--- src/rtl/turn_scheduler.sv ---
// turn_scheduler: turn order, per-step countdown and round counting for Generals.
// Player 0 is the NPC and never takes a turn; humans are numbered 1..MAX_PLAYER_CNT.
module turn_scheduler #(
  parameter int MAX_PLAYER_CNT      = 7,
  parameter int LOG2_MAX_PLAYER_CNT = $clog2(MAX_PLAYER_CNT + 1),
  parameter int MAX_STEP_TIME       = 15,
  parameter int LOG2_MAX_STEP_TIME  = $clog2(MAX_STEP_TIME + 1),
  parameter int LOG2_MAX_ROUND      = 12,
  parameter int TICKS_PER_SEC       = 50_000_000
) (
  input  logic                           clock,
  input  logic                           reset_n,
  input  logic                           start,
  input  logic [LOG2_MAX_PLAYER_CNT-1:0] first_player,
  input  logic [MAX_PLAYER_CNT-1:0]      alive_mask,
  input  logic                           move_done,
  output logic [1:0]                     state,
  output logic [LOG2_MAX_PLAYER_CNT-1:0] current_player,
  output logic [LOG2_MAX_PLAYER_CNT-1:0] next_player,
  output logic [LOG2_MAX_STEP_TIME-1:0]  step_timer,
  output logic [LOG2_MAX_ROUND-1:0]      round,
  output logic                           turn_start,
  output logic                           game_over,
  output logic [LOG2_MAX_PLAYER_CNT-1:0] winner
);

  localparam int PW = (TICKS_PER_SEC > 1) ? $clog2(TICKS_PER_SEC) : 1;

  typedef enum logic [1:0] {
    IDLE = 2'd0,
    RUN  = 2'd1,
    OVER = 2'd2
  } state_t;

  state_t                         state_q, state_d;
  logic [LOG2_MAX_PLAYER_CNT-1:0] cur_q, cur_d;
  logic [LOG2_MAX_STEP_TIME-1:0]  timer_q, timer_d;
  logic [LOG2_MAX_ROUND-1:0]      round_q, round_d;
  logic                           ts_q, ts_d;
  logic [LOG2_MAX_PLAYER_CNT-1:0] win_q, win_d;
  logic [PW-1:0]                  pres_q, pres_d;
  logic                           start_q;

  // First alive player strictly after base, cyclically; base itself is the
  // last candidate. base=0 scans from player 1. Returns 0 if nobody is alive.
  function automatic logic [LOG2_MAX_PLAYER_CNT-1:0] scan_after(
    input logic [LOG2_MAX_PLAYER_CNT-1:0] base,
    input logic [MAX_PLAYER_CNT-1:0]      mask
  );
    logic [LOG2_MAX_PLAYER_CNT-1:0] res;
    int best, d, b;
    res  = '0;
    best = MAX_PLAYER_CNT + 1;
    b    = (int'(base) > MAX_PLAYER_CNT) ? 0 : int'(base);
    for (int i = 0; i < MAX_PLAYER_CNT; i++) begin
      d = (i + 1) - b;
      if (d <= 0) d = d + MAX_PLAYER_CNT;
      if (mask[i] && d < best) begin
        best = d;
        res  = LOG2_MAX_PLAYER_CNT'(i + 1);
      end
    end
    return res;
  endfunction

  logic                           start_rise;
  logic                           cur_alive, fp_alive, fp_in_range;
  logic [LOG2_MAX_PLAYER_CNT-1:0] first_sel;
  logic [LOG2_MAX_PLAYER_CNT-1:0] lone_idx;
  logic                           few_alive;
  logic                           sec_tick;

  // Status decode of the alive set, current player and requested first player.
  always_comb begin
    cur_alive   = 1'b0;
    fp_alive    = 1'b0;
    lone_idx    = '0;
    fp_in_range = (int'(first_player) >= 1) && (int'(first_player) <= MAX_PLAYER_CNT);
    for (int i = 0; i < MAX_PLAYER_CNT; i++) begin
      if (int'(cur_q) == i + 1)        cur_alive = alive_mask[i];
      if (int'(first_player) == i + 1) fp_alive  = alive_mask[i];
      if (alive_mask[i])               lone_idx  = LOG2_MAX_PLAYER_CNT'(i + 1);
    end
    few_alive   = ($countones(alive_mask) <= 1);
    if (!few_alive || $countones(alive_mask) == 0) lone_idx = '0;
    next_player = scan_after(cur_q, alive_mask);
    first_sel   = fp_alive ? first_player
                           : scan_after(fp_in_range ? first_player : '0, alive_mask);
    start_rise  = start & ~start_q;
    sec_tick    = (pres_q == PW'(TICKS_PER_SEC - 1));
  end

  // Next-state and datapath update: start handling, priority checks, advance.
  always_comb begin
    logic adv;
    state_d = state_q;
    cur_d   = cur_q;
    timer_d = timer_q;
    round_d = round_q;
    ts_d    = 1'b0;
    win_d   = win_q;
    pres_d  = pres_q;
    adv     = 1'b0;
    case (state_q)
      IDLE, OVER: begin
        if (start_rise) begin
          if (few_alive) begin
            state_d = OVER;
            win_d   = lone_idx;
          end else begin
            state_d = RUN;
            cur_d   = first_sel;
            round_d = LOG2_MAX_ROUND'(1);
            timer_d = LOG2_MAX_STEP_TIME'(MAX_STEP_TIME);
            ts_d    = 1'b1;
            pres_d  = '0;
            win_d   = '0;
          end
        end
      end
      RUN: begin
        if (few_alive) begin
          state_d = OVER;
          win_d   = lone_idx;
        end else if (!cur_alive || move_done) begin
          adv = 1'b1;
        end else if (sec_tick) begin
          pres_d = '0;
          if (timer_q == LOG2_MAX_STEP_TIME'(1)) adv = 1'b1;
          else timer_d = timer_q - LOG2_MAX_STEP_TIME'(1);
        end else begin
          pres_d = pres_q + PW'(1);
        end
      end
      default: state_d = IDLE;
    endcase
    if (adv) begin
      cur_d   = next_player;
      timer_d = LOG2_MAX_STEP_TIME'(MAX_STEP_TIME);
      pres_d  = '0;
      ts_d    = 1'b1;
      if (next_player <= cur_q && !(&round_q)) round_d = round_q + LOG2_MAX_ROUND'(1);
    end
  end

  // State and datapath registers.
  always_ff @(posedge clock or negedge reset_n) begin
    if (!reset_n) begin
      state_q <= IDLE;
      cur_q   <= '0;
      timer_q <= '0;
      round_q <= '0;
      ts_q    <= 1'b0;
      win_q   <= '0;
      pres_q  <= '0;
      start_q <= 1'b0;
    end else begin
      state_q <= state_d;
      cur_q   <= cur_d;
      timer_q <= timer_d;
      round_q <= round_d;
      ts_q    <= ts_d;
      win_q   <= win_d;
      pres_q  <= pres_d;
      start_q <= start;
    end
  end

  assign state          = state_q;
  assign current_player = cur_q;
  assign step_timer     = timer_q;
  assign round          = round_q;
  assign turn_start     = ts_q;
  assign game_over      = (state_q == OVER);
  assign winner         = win_q;

endmodule

--- config.mk ---
export PLATFORM = sky130hd
export DESIGN_NAME = turn_scheduler
export DESIGN_NICKNAME = d
export VERILOG_FILES = /design/src/rtl/turn_scheduler.sv
export SDC_FILE = /design/constraint.sdc
export NUM_CORES = 1
export LEC_CHECK = 0
export BUFFER_PORTS_ARGS = -buffer_cell sky130_fd_sc_hd__buf_2
export CAP_MARGIN = 20
export CORE_MARGIN = 3
export CORE_UTILIZATION = 60
export CTS_BUF_LIST = sky130_fd_sc_hd__clkbuf_4 sky130_fd_sc_hd__clkbuf_8
export CTS_CLUSTER_DIAMETER = 150
export CTS_CLUSTER_SIZE = 25
export DETAILED_ROUTE_END_ITERATION = 12
export GPL_TIMING_DRIVEN = 0
export MAX_ROUTING_LAYER = met4
export PLACE_DENSITY_LB_ADDON = 0.12
export RECOVER_POWER = 50
export SLEW_MARGIN = 20
export SYNTH_ARGS = -nofsm -noshare
export SYNTH_HDL_FRONTEND = slang
export SYNTH_SLANG_ARGS = --single-unit
--- constraint.sdc ---
create_clock -name clock -period 38.1 [get_ports clock]
set_clock_uncertainty 0.2 [all_clocks]
set_input_delay 7.62 -clock clock [delete_from_list [all_inputs] [get_ports clock]]
set_output_delay 7.62 -clock clock [all_outputs]
set_load 0.03 [all_outputs]
-- After elaboration in Yosys (flattened, before gate mapping)
Index checks and enable logic that the tools add are counted.
- add/subtract/negate cells: 37
- reduce and logical (&&, ||, !) cells: 33
- bitwise logic cells: 2
- magnitude comparators: 31
- equality and inequality tests: 27
- multiplexer cells: 105
- operators by type and width (cell ; count):
    32-bit 2-to-1 mux ; 26
    32-bit < comparator ; 12
    26-bit 2-to-1 mux ; 6
    3-bit 2-to-1 mux ; 28
    4-bit by 4-bit adder with 5-bit output (second input constant) ; 14
    32-bit by 5-bit < comparator with 1-bit output (second input constant) ; 2
    12-bit 2-to-1 mux ; 5
    4-bit by 1-bit <= comparator with 1-bit output (second input constant) ; 14
    26-bit case mux with 2 select lines ; 1
    32-bit by 2-bit <= comparator with 1-bit output (second input constant) ; 1
    32-bit zero test ; 1
    3-bit by 3-bit subtractor with 4-bit output (first input constant) ; 8
    4-bit 2-to-1 mux ; 7
    26-bit by 1-bit adder with 26-bit output (second input constant) ; 1
    26-bit equality test (second input constant) ; 1
    1-bit 2-to-1 mux ; 26
    3-bit equality test (second input constant) ; 8
    3-bit inequality test (second input constant) ; 6
    2-bit by 3-bit subtractor with 4-bit output (first input constant) ; 4
    1-bit logical AND ; 15
    12-bit by 1-bit adder with 12-bit output (second input constant) ; 1
    3-bit by 2-bit equality test with 1-bit output (second input constant) ; 4
    12-bit AND reduction ; 1
    4-bit case mux with 2 select lines ; 1
    29 further kinds ; 42
- output and inout bits: 29
- register bits: 52
- bits of input ports: 14
- word-level logic and storage cells: 243

-- Depth between registers and ports, before layout
- depth after elaboration: 31
- gate-level depth with buffers: 68
- mapped depth without buffers: 66

-- Worst setup path before layout
OpenSTA, ideal clock, no wires.
- path type: input -> output
- from: in alive_mask[0]
- to: out next_player[0]
- stages: 44
- arrival: 17.560 ns
- required time: 30.280 ns
- slack: 12.720 ns
- cells stage by stage: inv_1 a31o_2 a21oi_1 inv_1 ha_1 or4_4 nand3_2 nand2_1 o21ai_0 ha_1 nor4b_1 o21ai_0 nand2_1 mux2_2 ha_1 a21boi_0 o311ai_1 or2_1 [... 8 more ...] and2_1 mux2_2 ha_1 a2111oi_0 o21ai_0 a221oi_4 nand2_1 o21a_1 ha_1 a21o_1 a211o_1 a21oi_1 nand2_1 a211oi_1 a32oi_1 o21ai_0 a2111oi_2 nor2_1
- word-level cells in the longest chain between the ends: 20
- ends and longest elaborated chain (what ; RTL line ; source):
    start: declaration ; 15 ; input logic [MAX_PLAYER_CNT-1:0] alive_mask,
    1-bit logical AND (*) ; 58 ; if (mask[i] && d < best) begin
    32-bit 2-to-1 mux ; 58 ;
    32-bit < comparator ; 58 ;
    1-bit logical AND ; 58 ;
    32-bit 2-to-1 mux ; 58 ;
    32-bit < comparator ; 58 ;
    1-bit logical AND ; 58 ;
    32-bit 2-to-1 mux ; 58 ;
    [... 4 more ...] ; -- ;
    1-bit logical AND ; 58 ;
    32-bit 2-to-1 mux ; 58 ;
    32-bit < comparator ; 58 ;
    1-bit logical AND ; 58 ;
    32-bit 2-to-1 mux ; 58 ;
    32-bit < comparator ; 58 ;
    1-bit logical AND ; 58 ;
    3-bit 2-to-1 mux (*) ; 58 ;
    end: declaration ; 19 ; output logic [LOG2_MAX_PLAYER_CNT-1:0] next_player,
Mark *: on every way between the ends. The rest lies on a longest branch, timed or not.

-- Final worst setup path
- from: in alive_mask[0]
- to: out next_player[2]
- word-level cells in the longest chain between the ends: 20
- ends and longest elaborated chain (what ; RTL line):
    1-bit logical AND (*) ; 58
    32-bit 2-to-1 mux (*) ; 58
    32-bit < comparator ; 58
    1-bit logical AND ; 58
    32-bit 2-to-1 mux (*) ; 58
    32-bit < comparator ; 58
    1-bit logical AND ; 58
    32-bit 2-to-1 mux ; 58
    [... 4 more ...] ; --
    1-bit logical AND ; 58
    32-bit 2-to-1 mux ; 58
    32-bit < comparator ; 58
    1-bit logical AND ; 58
    32-bit 2-to-1 mux ; 58
    32-bit < comparator ; 58
    1-bit logical AND ; 58
    3-bit 2-to-1 mux (*) ; 58
Marked as above.

==> impl_metrics.py <==
metrics = {
    "logic_synthesis": {
        "synth_edf_count": 0,
        "yosys.area_share.simple_pct": 26.10,
        "synth_adder_area_share_pct": 16.18,
        "syn_inst": 908,
        "synth-async-reset-ratio_pct": 100.0,
        "synth_top_area_share_pct": 18.57,
        "syn-num-nets": 1009,
        "synth.area.top_cells": "dfrtp_1 (19%), ha_1 (14%), nand2_1 (4.9%)",
        "synth_top_family_by_area": "simple AND/OR/NAND/NOR gates",
        "ys_seq_area_share_pct": 18.57,
        "syn_avg_cell_area_um2": 7.718,
        "synth_cell_types": 87,
        "synth_compound_area_share_pct": 24.26,
        "synth_top_area_cell": "dfrtp_1",
        "synth-seq-cells": 52,
        "synthMuxAreaShare_pct": 5.106,
        "synth_area_mm2": 0.007008,
        "synth_flop_cell": "dfrtp_1",
        "ys_warn_count": 0,
        "synth_xor_area_share_pct": 4.874,
    },
    "finish": {
        "final_net_count": 1058,
        "n_fill_cell": 1000,
        "instances_no_fill": 1098,
        "syn2layout_area_growth_pct": 6.570,
        "final_cell_mix": "nand2_1 (91), nor2_1 (91), ha_1 (81)",
        "drive_gt1_share_pct": 8.038,
        "antenna_cells": 0,
        "final_area_mm2": 0.007468,
    },
    "timing": {
        "finalCritPeriodShare_pct": 72.43,
        "slew_headroom_pct": -83.82,
        "worst_pin_slew_ns": 2.757,
        "fmax_ghz": 0.03624,
        "setup_viol": 0,
        "rsz0062_at_grt": "no",
        "maxSlewViolCount": 53,
        "min_period_ns": 27.60,
        "whs_ns": 0.3196,
        "final_hold_viol_count": 0,
        "fin_tns_setup_ns": 0,
    },
    "run_status": {
        "violations": "max-capacitance violations, max-slew violations",
        "outcome": "complete, but fails checks",
    },
    "detailed_routing": {
        "antenna_left": 0,
        "drt-vias-per-instance": 6.373,
        "num_vias": 6998,
        "dr.first_iter.drc_count": 540,
        "remaining_drc_errors": 0,
        "totalWireLength_mm": 19.16,
        "drt_first_pass_iters": 5,
        "wl_per_cell_um": 17.45,
    },
    "placement": {
        "placed_area_mm2": 0.007393,
        "port_buffers": 42,
        "routabilityCongestion": 0.9668,
        "hpwlAfterDp_mm": 15.40,
        "placedCellCount": 1090,
    },
    "floorplan": {
        "num_io_pins": 43,
        "start_util_pct": 62.99,
        "die_w_um": 114.1,
        "coreArea_mm2": 0.01113,
        "dieArea_mm2": 0.01301,
        "chipHeight_um": 114.1,
        "num_rows": 38,
    },
    "global_route": {
        "grt_max_degree": 53,
        "grt_overflow": 0,
        "grt_use_total_pct": 30.65,
        "grt_pass1_wl_mm": 32.32,
        "antenna_found_initial": 0,
        "grt_pass1_vias": 6705,
    },
    "setup_path": {
        "r2r_slack_ns": 21.88,
        "critPathCaptureType": "output port",
        "crit_end": "next_player[2]",
        "r2r.worst_path.cells": 62,
        "cpMaxStageDelayCell": "a2111oi_2",
        "cp_common_cell": "ha_1",
        "crit_cells": 45,
        "critPathLaunchType": "input port",
        "crit_buf_inv": 5,
        "worst-path-max-fanout": 10,
        "path_class": "input port to output port",
        "r2r-end": "round[9]",
        "cpPeakStageDelay_ns": 0.61,
        "critPathLaunch": "alive_mask[0]",
        "crit_family": "compound AO/OA/AOI/OAI gates",
        "cp.arrival_ns": 19.78,
        "cp.required_ns": 30.28,
        "worstReg2RegStart": "current_player[0]",
    },
    "clock_network": {
        "ctsHoldBuffers": 0,
        "cts_buffers": 5,
        "clockBufferDepth": 2,
        "cts_setup_buffers": 0,
        "clk_pin_slew_ns": 0.09,
        "cts_sinks": 52,
        "htreeDepth": 2,
        "cts_tree": "done",
        "clkLatencyLatePin_ns": 0.30,
        "ctsResizeCount": 0,
        "cts-root-buf": "clkbuf_8",
    },
    "run": {
        "maxCapViolations": 1,
    },
    "hold_path": {
        "hp-class": "flip-flop to flip-flop",
        "hp-start": "winner[0]",
    },
}
-- worst min-delay path, delay by kind of cell, from the launching register on --
kind             cells  cell delay [ns]
flip-flops           1             0.38
AO/OA/AOI/OAI        1             0.06
AND/OR/NAND/NOR      1             0.05
-- metrics by stage --
| step | util [%] | setup WS [ns] |
|---|---|---|
| detailed placement | 66.45 | 10.85 |
| floorplan | - | 12.72 |
| global route | 67.13 | 9.814 |
| finish | 67.13 | 10.50 |
| CTS | 67.29 | 10.80 |
| global placement | 66.45 | 10.89 |
-- sequential cells by signal, summed over array words and instances, names as in the netlist --
name / cells
current_player: 3
pres_q: 26
round: 12
start_q: 1
state: 2
step_timer: 4
turn_start: 1
winner: 3
-- cell families (layout without fill, tap and decap cells) --
group	Yosys count	in the layout
buffers and inverters	89	139
muxes	34	34
xor gates and xnor gates	39	39
other	2	2
AOI/OAI and AO/OA	239	239
adders and majority gates	87	87
DFF	52	52
and+or+nand+nor	366	366
-- worst min-delay path by stage --
| stage | end | cells past startpoint |
|---|---|---|
| floorplan | pres_q[4] | 1 |
| detailed placement | winner[0] | 2 |
| global placement | pres_q[5] | 2 |
| finish | winner[0] | 2 |
| global route | pres_q[1] | 2 |
| CTS | winner[0] | 2 |
-- cell usage after synthesis (10+ instances only) --
master     n
dfrtp_1   52
and3_1    19
nor2b_1   14
and2_1    14
nand2b_1  24
o21ai_0   58
clkbuf_1  20
mux2i_1   20
o211ai_1  10
xnor2_1   19
mux2_2    13
nor2_1    91
ha_1      81
nand2_1   91
xor2_1    20
inv_1     63
nor3_1    14
o31ai_1   10
nand3_1   44
nand4_1   11
a21oi_1   46
a211oi_1  13
-- routing by layer --
| metal | up-vias | track usage (%) | wire (um) |
|---|---|---|---|
| met4 | 0 | 9.184 | 505 |
| met3 | 47 | 3.753 | 1358 |
| met1 | 3273 | 41.97 | 8626 |
| met2 | 276 | 47.70 | 8670 |
| met5 | - | - | 0 |
| li1 | 3402 | - | - |
-- area by class of cell --
cell class / instances / area [um^2] / area share [%]
plain buffers: 25 / 96.34 / 1.290
well taps: 140 / 175.2 / 2.345
clock buffers: 6 / 82.58 / 1.106
clock inverters: 2 / 10.01 / 0.1340
repair buffers: 42 / 192.7 / 2.580
flip-flops and latches: 52 / 1301 / 17.42
multi-input cells: 767 / 5370 / 71.90
inverters: 64 / 240.2 / 3.217
Power is left out: the tool's default activity adds up to more than one toggle a clock period on the data nets, which glitch-free logic cannot reach.
